### src/rtl/acc_seq_pkg.sv
// Shared types and constants for the accumulator readout sequencer.
// The FSM states, default serial frame length and frame-tag width live here.
package acc_seq_pkg;

  typedef enum logic [1:0] {
    ST_IDLE  = 2'd0,
    ST_CLEAR = 2'd1,
    ST_ACCUM = 2'd2,
    ST_STOP  = 2'd3
  } state_t;

  localparam int SHIFT_LEN_DEFAULT = 32;
  localparam int FRAME_TAG_W       = 8;

endpackage

### src/rtl/acc_seq_shift_timer.sv
// Serial frame timer: a load starts a frame of SHIFT_LEN shift cycles that begin
// on the following cycle; busy covers the load cycle plus every shift cycle.
module acc_seq_shift_timer
  import acc_seq_pkg::*;
#(
  parameter int SHIFT_LEN = SHIFT_LEN_DEFAULT
) (
  input  logic clk,
  input  logic rst_n,
  input  logic load,
  output logic shift,
  output logic busy
);

  localparam int CNT_W = $clog2(SHIFT_LEN + 1);

  logic [CNT_W-1:0] cnt_q;
  logic [CNT_W-1:0] cnt_d;

  always_comb begin
    cnt_d = cnt_q;
    if (load) begin
      cnt_d = CNT_W'(SHIFT_LEN);
    end else if (cnt_q != '0) begin
      cnt_d = cnt_q - 1'b1;
    end
  end

  always_ff @(posedge clk or negedge rst_n) begin
    if (!rst_n) begin
      cnt_q <= '0;
    end else begin
      cnt_q <= cnt_d;
    end
  end

  assign shift = (cnt_q != '0);
  assign busy  = load | shift;

endmodule

### src/rtl/acc_readout_sequencer.sv
// Accumulation-window sequencer: clear, accumulate for windowLength cycles, snapshot
// and start the serializer. Optional frame counter enabled by ACC_SEQ_FRAME_TAG_EN.
module acc_readout_sequencer
  import acc_seq_pkg::*;
#(
  parameter int WINDOW_WIDTH = 20,
  parameter int SHIFT_LEN    = SHIFT_LEN_DEFAULT
) (
  input  logic                    accumulatorClk,
  input  logic                    accumulatorResetN,
  input  logic                    runEnable,
  input  logic                    singleShot,
  input  logic [WINDOW_WIDTH-1:0] windowLength,
  input  logic                    overrunClear,
  output logic                    accClear,
  output logic                    accEnable,
  output logic                    snapshotLoad,
  output logic                    serialStart,
  output logic                    serialShift,
  output logic                    serialBusy,
  output logic                    overrun,
  output logic [FRAME_TAG_W-1:0]  frameTag
);

  state_t                  state_q, state_d;
  logic [WINDOW_WIDTH-1:0] win_cnt_q, win_cnt_d;
  logic                    boundary_q, boundary_d;
  logic                    overrun_q, overrun_d;
  logic [WINDOW_WIDTH-1:0] eff_len;
  logic                    boundary_hit;

  // A zero-length window would never flag a boundary, so it runs as one cycle.
  assign eff_len      = (windowLength == '0) ? WINDOW_WIDTH'(1) : windowLength;
  assign boundary_hit = (state_q == ST_ACCUM) && boundary_q;

  always_ff @(posedge accumulatorClk or negedge accumulatorResetN) begin
    if (!accumulatorResetN) begin
      state_q    <= ST_IDLE;
      win_cnt_q  <= '0;
      boundary_q <= 1'b0;
      overrun_q  <= 1'b0;
    end else begin
      state_q    <= state_d;
      win_cnt_q  <= win_cnt_d;
      boundary_q <= boundary_d;
      overrun_q  <= overrun_d;
    end
  end

  always_comb begin
    state_d    = state_q;
    win_cnt_d  = win_cnt_q;
    boundary_d = 1'b0;
    unique case (state_q)
      ST_IDLE: begin
        if (runEnable) state_d = ST_CLEAR;
      end
      ST_CLEAR: begin
        if (!runEnable) begin
          state_d = ST_IDLE;
        end else begin
          win_cnt_d = eff_len;
          state_d   = ST_ACCUM;
        end
      end
      ST_ACCUM: begin
        if (boundary_q) begin
          if (singleShot || !runEnable) begin
            state_d = ST_STOP;
          end else begin
            win_cnt_d = eff_len;
          end
        end else if (!runEnable) begin
          state_d   = ST_IDLE;
          win_cnt_d = '0;
        end else if (win_cnt_q == WINDOW_WIDTH'(1)) begin
          boundary_d = 1'b1;
          win_cnt_d  = '0;
        end else begin
          win_cnt_d = win_cnt_q - 1'b1;
        end
      end
      ST_STOP: begin
        if (!runEnable) state_d = ST_IDLE;
      end
      default: state_d = ST_IDLE;
    endcase

    // A window ending on a busy serializer wins over a simultaneous clear.
    overrun_d = overrun_q;
    if (boundary_hit && serialShift) begin
      overrun_d = 1'b1;
    end else if (overrunClear) begin
      overrun_d = 1'b0;
    end
  end

  // serialShift (not serialBusy) gates the snapshot to avoid a loop through load.
  always_comb begin
    accClear     = 1'b0;
    accEnable    = 1'b0;
    snapshotLoad = 1'b0;
    unique case (state_q)
      ST_CLEAR: accClear = 1'b1;
      ST_ACCUM: begin
        accEnable    = !boundary_q;
        accClear     = boundary_q;
        snapshotLoad = boundary_q && !serialShift;
      end
      default: ;
    endcase
  end

  assign serialStart = snapshotLoad;
  assign overrun     = overrun_q;

  acc_seq_shift_timer #(
    .SHIFT_LEN(SHIFT_LEN)
  ) u_shift_timer (
    .clk  (accumulatorClk),
    .rst_n(accumulatorResetN),
    .load (snapshotLoad),
    .shift(serialShift),
    .busy (serialBusy)
  );

`ifdef ACC_SEQ_FRAME_TAG_EN
  logic [FRAME_TAG_W-1:0] tag_q, tag_d;

  always_comb begin
    tag_d = snapshotLoad ? tag_q + 1'b1 : tag_q;
  end

  always_ff @(posedge accumulatorClk or negedge accumulatorResetN) begin
    if (!accumulatorResetN) begin
      tag_q <= '0;
    end else begin
      tag_q <= tag_d;
    end
  end

  assign frameTag = tag_q;
`else
  assign frameTag = '0;
`endif

endmodule

### config.mk
export PLATFORM = sky130hd
export DESIGN_NAME = acc_readout_sequencer
export DESIGN_NICKNAME = d
export VERILOG_FILES = /design/src/rtl/acc_seq_pkg.sv /design/src/rtl/acc_seq_shift_timer.sv /design/src/rtl/acc_readout_sequencer.sv
export SDC_FILE = /design/constraint.sdc
export NUM_CORES = 1
export LEC_CHECK = 0
export ABC_AREA = 1
export CORE_AREA = 2 2 69 71
export DETAILED_ROUTE_END_ITERATION = 10
export DIE_AREA = 0 0 71 73
export PLACE_DENSITY_LB_ADDON = 0.15
export SYNTH_ARGS = -nofsm -noshare
export SYNTH_HDL_FRONTEND = slang
export SYNTH_SLANG_ARGS = --single-unit
### constraint.sdc
create_clock -name accumulatorClk -period 2.1 [get_ports accumulatorClk]
set_clock_uncertainty 0.05 [all_clocks]
set_input_delay 0.315 -clock accumulatorClk [delete_from_list [all_inputs] [get_ports accumulatorClk]]
set_output_delay 0.315 -clock accumulatorClk [all_outputs]
set_load 0.05 [all_outputs]
==> results of run 1 <==
final cells by class:
cell class / instances / area share
clock buffer: 7 / 0.03111
clock inverter: 1 / 0.001803
inverter: 48 / 0.06583
multi-input combinational: 243 / 0.4513
sequential: 30 / 0.2705
tap: 54 / 0.02435
timing repair buffer: 39 / 0.1551
state kept, by name, summed over array words and instances (netlist names):
name	cells
win_cnt_q	20
u_shift_timer.cnt_q	6
state_q	2
boundary_q	1
overrun	1
worst register-to-register path, cell delays in order (launching register included):
cell	delay (ns)
dfrtp_1	0.42
inv_2	0.10
ha_2	0.22
nand2_2	0.09
o21ai_1	0.08
nand2_1	0.10
nand2_4	0.20
inv_2	0.10
or2_0	0.21
a21boi_1	0.13
routing by layer:
metal	GRT usage	routed length (um)
met5	0	0
met4	0.06499	55
met3	0.04420	221
met2	0.3707	2414
met1	0.2996	2466
logic make-up after synthesis:
kind of cell | Yosys count | synth area share
compound gates | 51 | 0.1277
fa+ha+maj | 8 | 0.04423
xor+xnor | 12 | 0.04643
other cells | 1 | 0.001657
simple gates | 164 | 0.3129
buf+inv | 63 | 0.1354
flops | 30 | 0.3317
cells in the mapped netlist (all sizes together):
cell and n:
nand2 77, nor2 49, inv 48, dfrtp 30
a21oi 29, nand3 28, buf 13, xor2 10
a21boi 9, ha 8, o21ai 8, or2 6
nor3 3, clkbuf 2, o22ai 2, xnor2 2
a22oi 1, a32oi 1, conb 1, nand3b 1
o21a 1
stage by stage:
stage / worst slack, ns / TNS, ns
after floorplan: -0.1104 / -0.1104
after global placement: 0.1806 / 0
after detailed placement: 0.1415 / 0
after CTS: 0.009695 / 0
after global routing: -0.003443 / -0.005118
final: 0.1043 / 0
worst min path at each step:
stage	from	to	slack [ns]	cells past startpoint
2_1_floorplan	accumulatorResetN	boundary_q$_DFF_PN0_	-0.03	0
3_3_place_gp	u_shift_timer.cnt_q[3]$_DFFE_PN0P_	u_shift_timer.cnt_q[3]$_DFFE_PN0P_	0.45	1
3_5_place_dp	u_shift_timer.cnt_q[3]$_DFFE_PN0P_	u_shift_timer.cnt_q[3]$_DFFE_PN0P_	0.45	1
4_1_cts	accumulatorResetN	u_shift_timer.cnt_q[5]$_DFFE_PN0P_	0.40	2
5_1_grt	accumulatorResetN	u_shift_timer.cnt_q[5]$_DFFE_PN0P_	0.42	2
6_report	accumulatorResetN	state_q[0]$_DFFE_PN0P_	0.38	2
what timing repair did:
action / in CTS / in global routing
gates resized for setup: 0 / 8
setup buffers: 0 / 2
endpoints found under the setup margin: 0 / 4
power by group:
group	total, mW	internal, mW	switching, mW
Combinational	2.08	0.857	1.23
Sequential	1.14	0.873	0.266
Clock	0.493	0.264	0.229
==> flow_metrics.env, run 1 <==
export IMPL_vias_per_cell=4.995
export IMPL_yosysTopAreaCell="dfrtp_1"
export IMPL_synth_cell_types=33
export IMPL_ys_seq_area_frac=0.3317
export IMPL_clock_root_buffer="clkbuf_8"
export IMPL_hold_viol_final=0
export IMPL_p_leak_nw=1.292
export IMPL_die_w_um=71
export IMPL_crit_path_end="snapshotLoad"
export IMPL_layout_commonest_cell="nand2_1"
export IMPL_start_kind="flip-flop"
export IMPL_power_mw=3.715
export IMPL_grt_max_degree=31
export IMPL_critPathMaxStageDelay_ns=0.38
export IMPL_place_inst=412
export IMPL_fp_dieArea_mm2=0.005183
export IMPL_crit_slowest_cell="dfrtp_1"
export IMPL_drtAntennaViolNets=0
export IMPL_ys_seq_elements=30
export IMPL_cts_tree="yes"
export IMPL_vias=2108
export IMPL_antenna_found_initial=0
export IMPL_fillerInstances=417
export IMPL_diodes=0
export IMPL_slew_violations=0
export IMPL_fmax_ghz=0.5011
export IMPL_cp_top_family="simple AND/OR/NAND/NOR gates"
export IMPL_syn_area_mm2=0.002263
export IMPL_gp_congestion=0.9016
export IMPL_grt_pass1_wl_mm=9.273
export IMPL_crit_start="u_shift_timer.cnt_q[1]$_DFFE_PN0P_"
export IMPL_routed_wl_mm=5.157
export IMPL_clock_path_buffers=2
export IMPL_drtIter0Drc=70
export IMPL_timing_final_crit_period_ns=1.996
export IMPL_h_tree_depth=2
export IMPL_layout_common_cells="71 x nand2_1, 43 x nor2_1, 41 x inv_1"
export IMPL_fin_util=0.6119
export IMPL_crit_chain="inv_1 > ha_2 > nand2_2 > nor3_2 > inv_2 > nor2_4 > buf_12"
export IMPL_synth_warning_count=0
export IMPL_setup_violations=0
export IMPL_die_h_um=73
export IMPL_area_growth_synth_to_final_pct=22.61
export IMPL_cts_reportedPaths_clkPinSlew_ns=0.06
export IMPL_drtPass1Iterations=4
export IMPL_synth_top_area_frac=0.3317
export IMPL_path_depth=7
export IMPL_hold_path_class="in -> async"
export IMPL_synthTopCellsByArea="dfrtp_1 33%, nand2_1 12%, inv_1 7.3%"
export IMPL_status="finished, final reports clean"
export IMPL_initial_utilization=0.4990
export IMPL_cp_data_arrival_time_ns=1.63
export IMPL_drcViolationCount=0
export IMPL_clock_latency_ns=0.28
export IMPL_cp_buffers_inverters=3
export IMPL_drt_wirelength_per_cell_um=12.22
export IMPL_placed_cell_area_mm2=0.002656
export IMPL_hold_slack_ns=0.3849
export IMPL_io_buffers=31
export IMPL_multi_input_comb_area_mm2=0.001252
export IMPL_layout_area_seq_um2=750.7
export IMPL_cp_max_fo=5
export IMPL_end_kind="output port"
export IMPL_r2r_cells=9
export IMPL_cts_sinks=30
export IMPL_synthCells=329
export IMPL_final_cell_area_mm2=0.002775
export IMPL_p_per_area_mw_per_mm2=1339
export IMPL_avgSynthCellArea_um2=6.880
export IMPL_irDropWorstVdd_v=0.0005533
export IMPL_worstSetupPathType="reg -> out"
export IMPL_cts_inserted_buffers=5
export IMPL_stdcell_count=422
export IMPL_nets=400
export IMPL_coreArea_mm2=0.004536
export IMPL_grt_overflow=0
export IMPL_crit_required_ns=1.74
export IMPL_cap_violations=0
export IMPL_timing_rr_start="state_q[0]$_DFFE_PN0P_"
export IMPL_rr_endpoint="win_cnt_q[7]$_DFFE_PN0P_"
export IMPL_track_usage=0.2241
export IMPL_grt_pass1_vias=2076
export IMPL_rows=25
export IMPL_ioPinCount=40
export IMPL_hpwl_mm=3.885
export IMPL_finalCritPeriodShare=0.9503
export IMPL_reg2reg_slack_ns=0.30
export IMPL_ctsHoldBuffers=0
export IMPL_drive_above_1_share=0.1250
(Power assumes the default switching activity.)
==> inputs of run 2 (changes only) <==
- SKIP_CTS_REPAIR_TIMING: unset -> 1
==> results of run 2 <==
The final DEF is identical to that of run 1; final timing and power are the same.
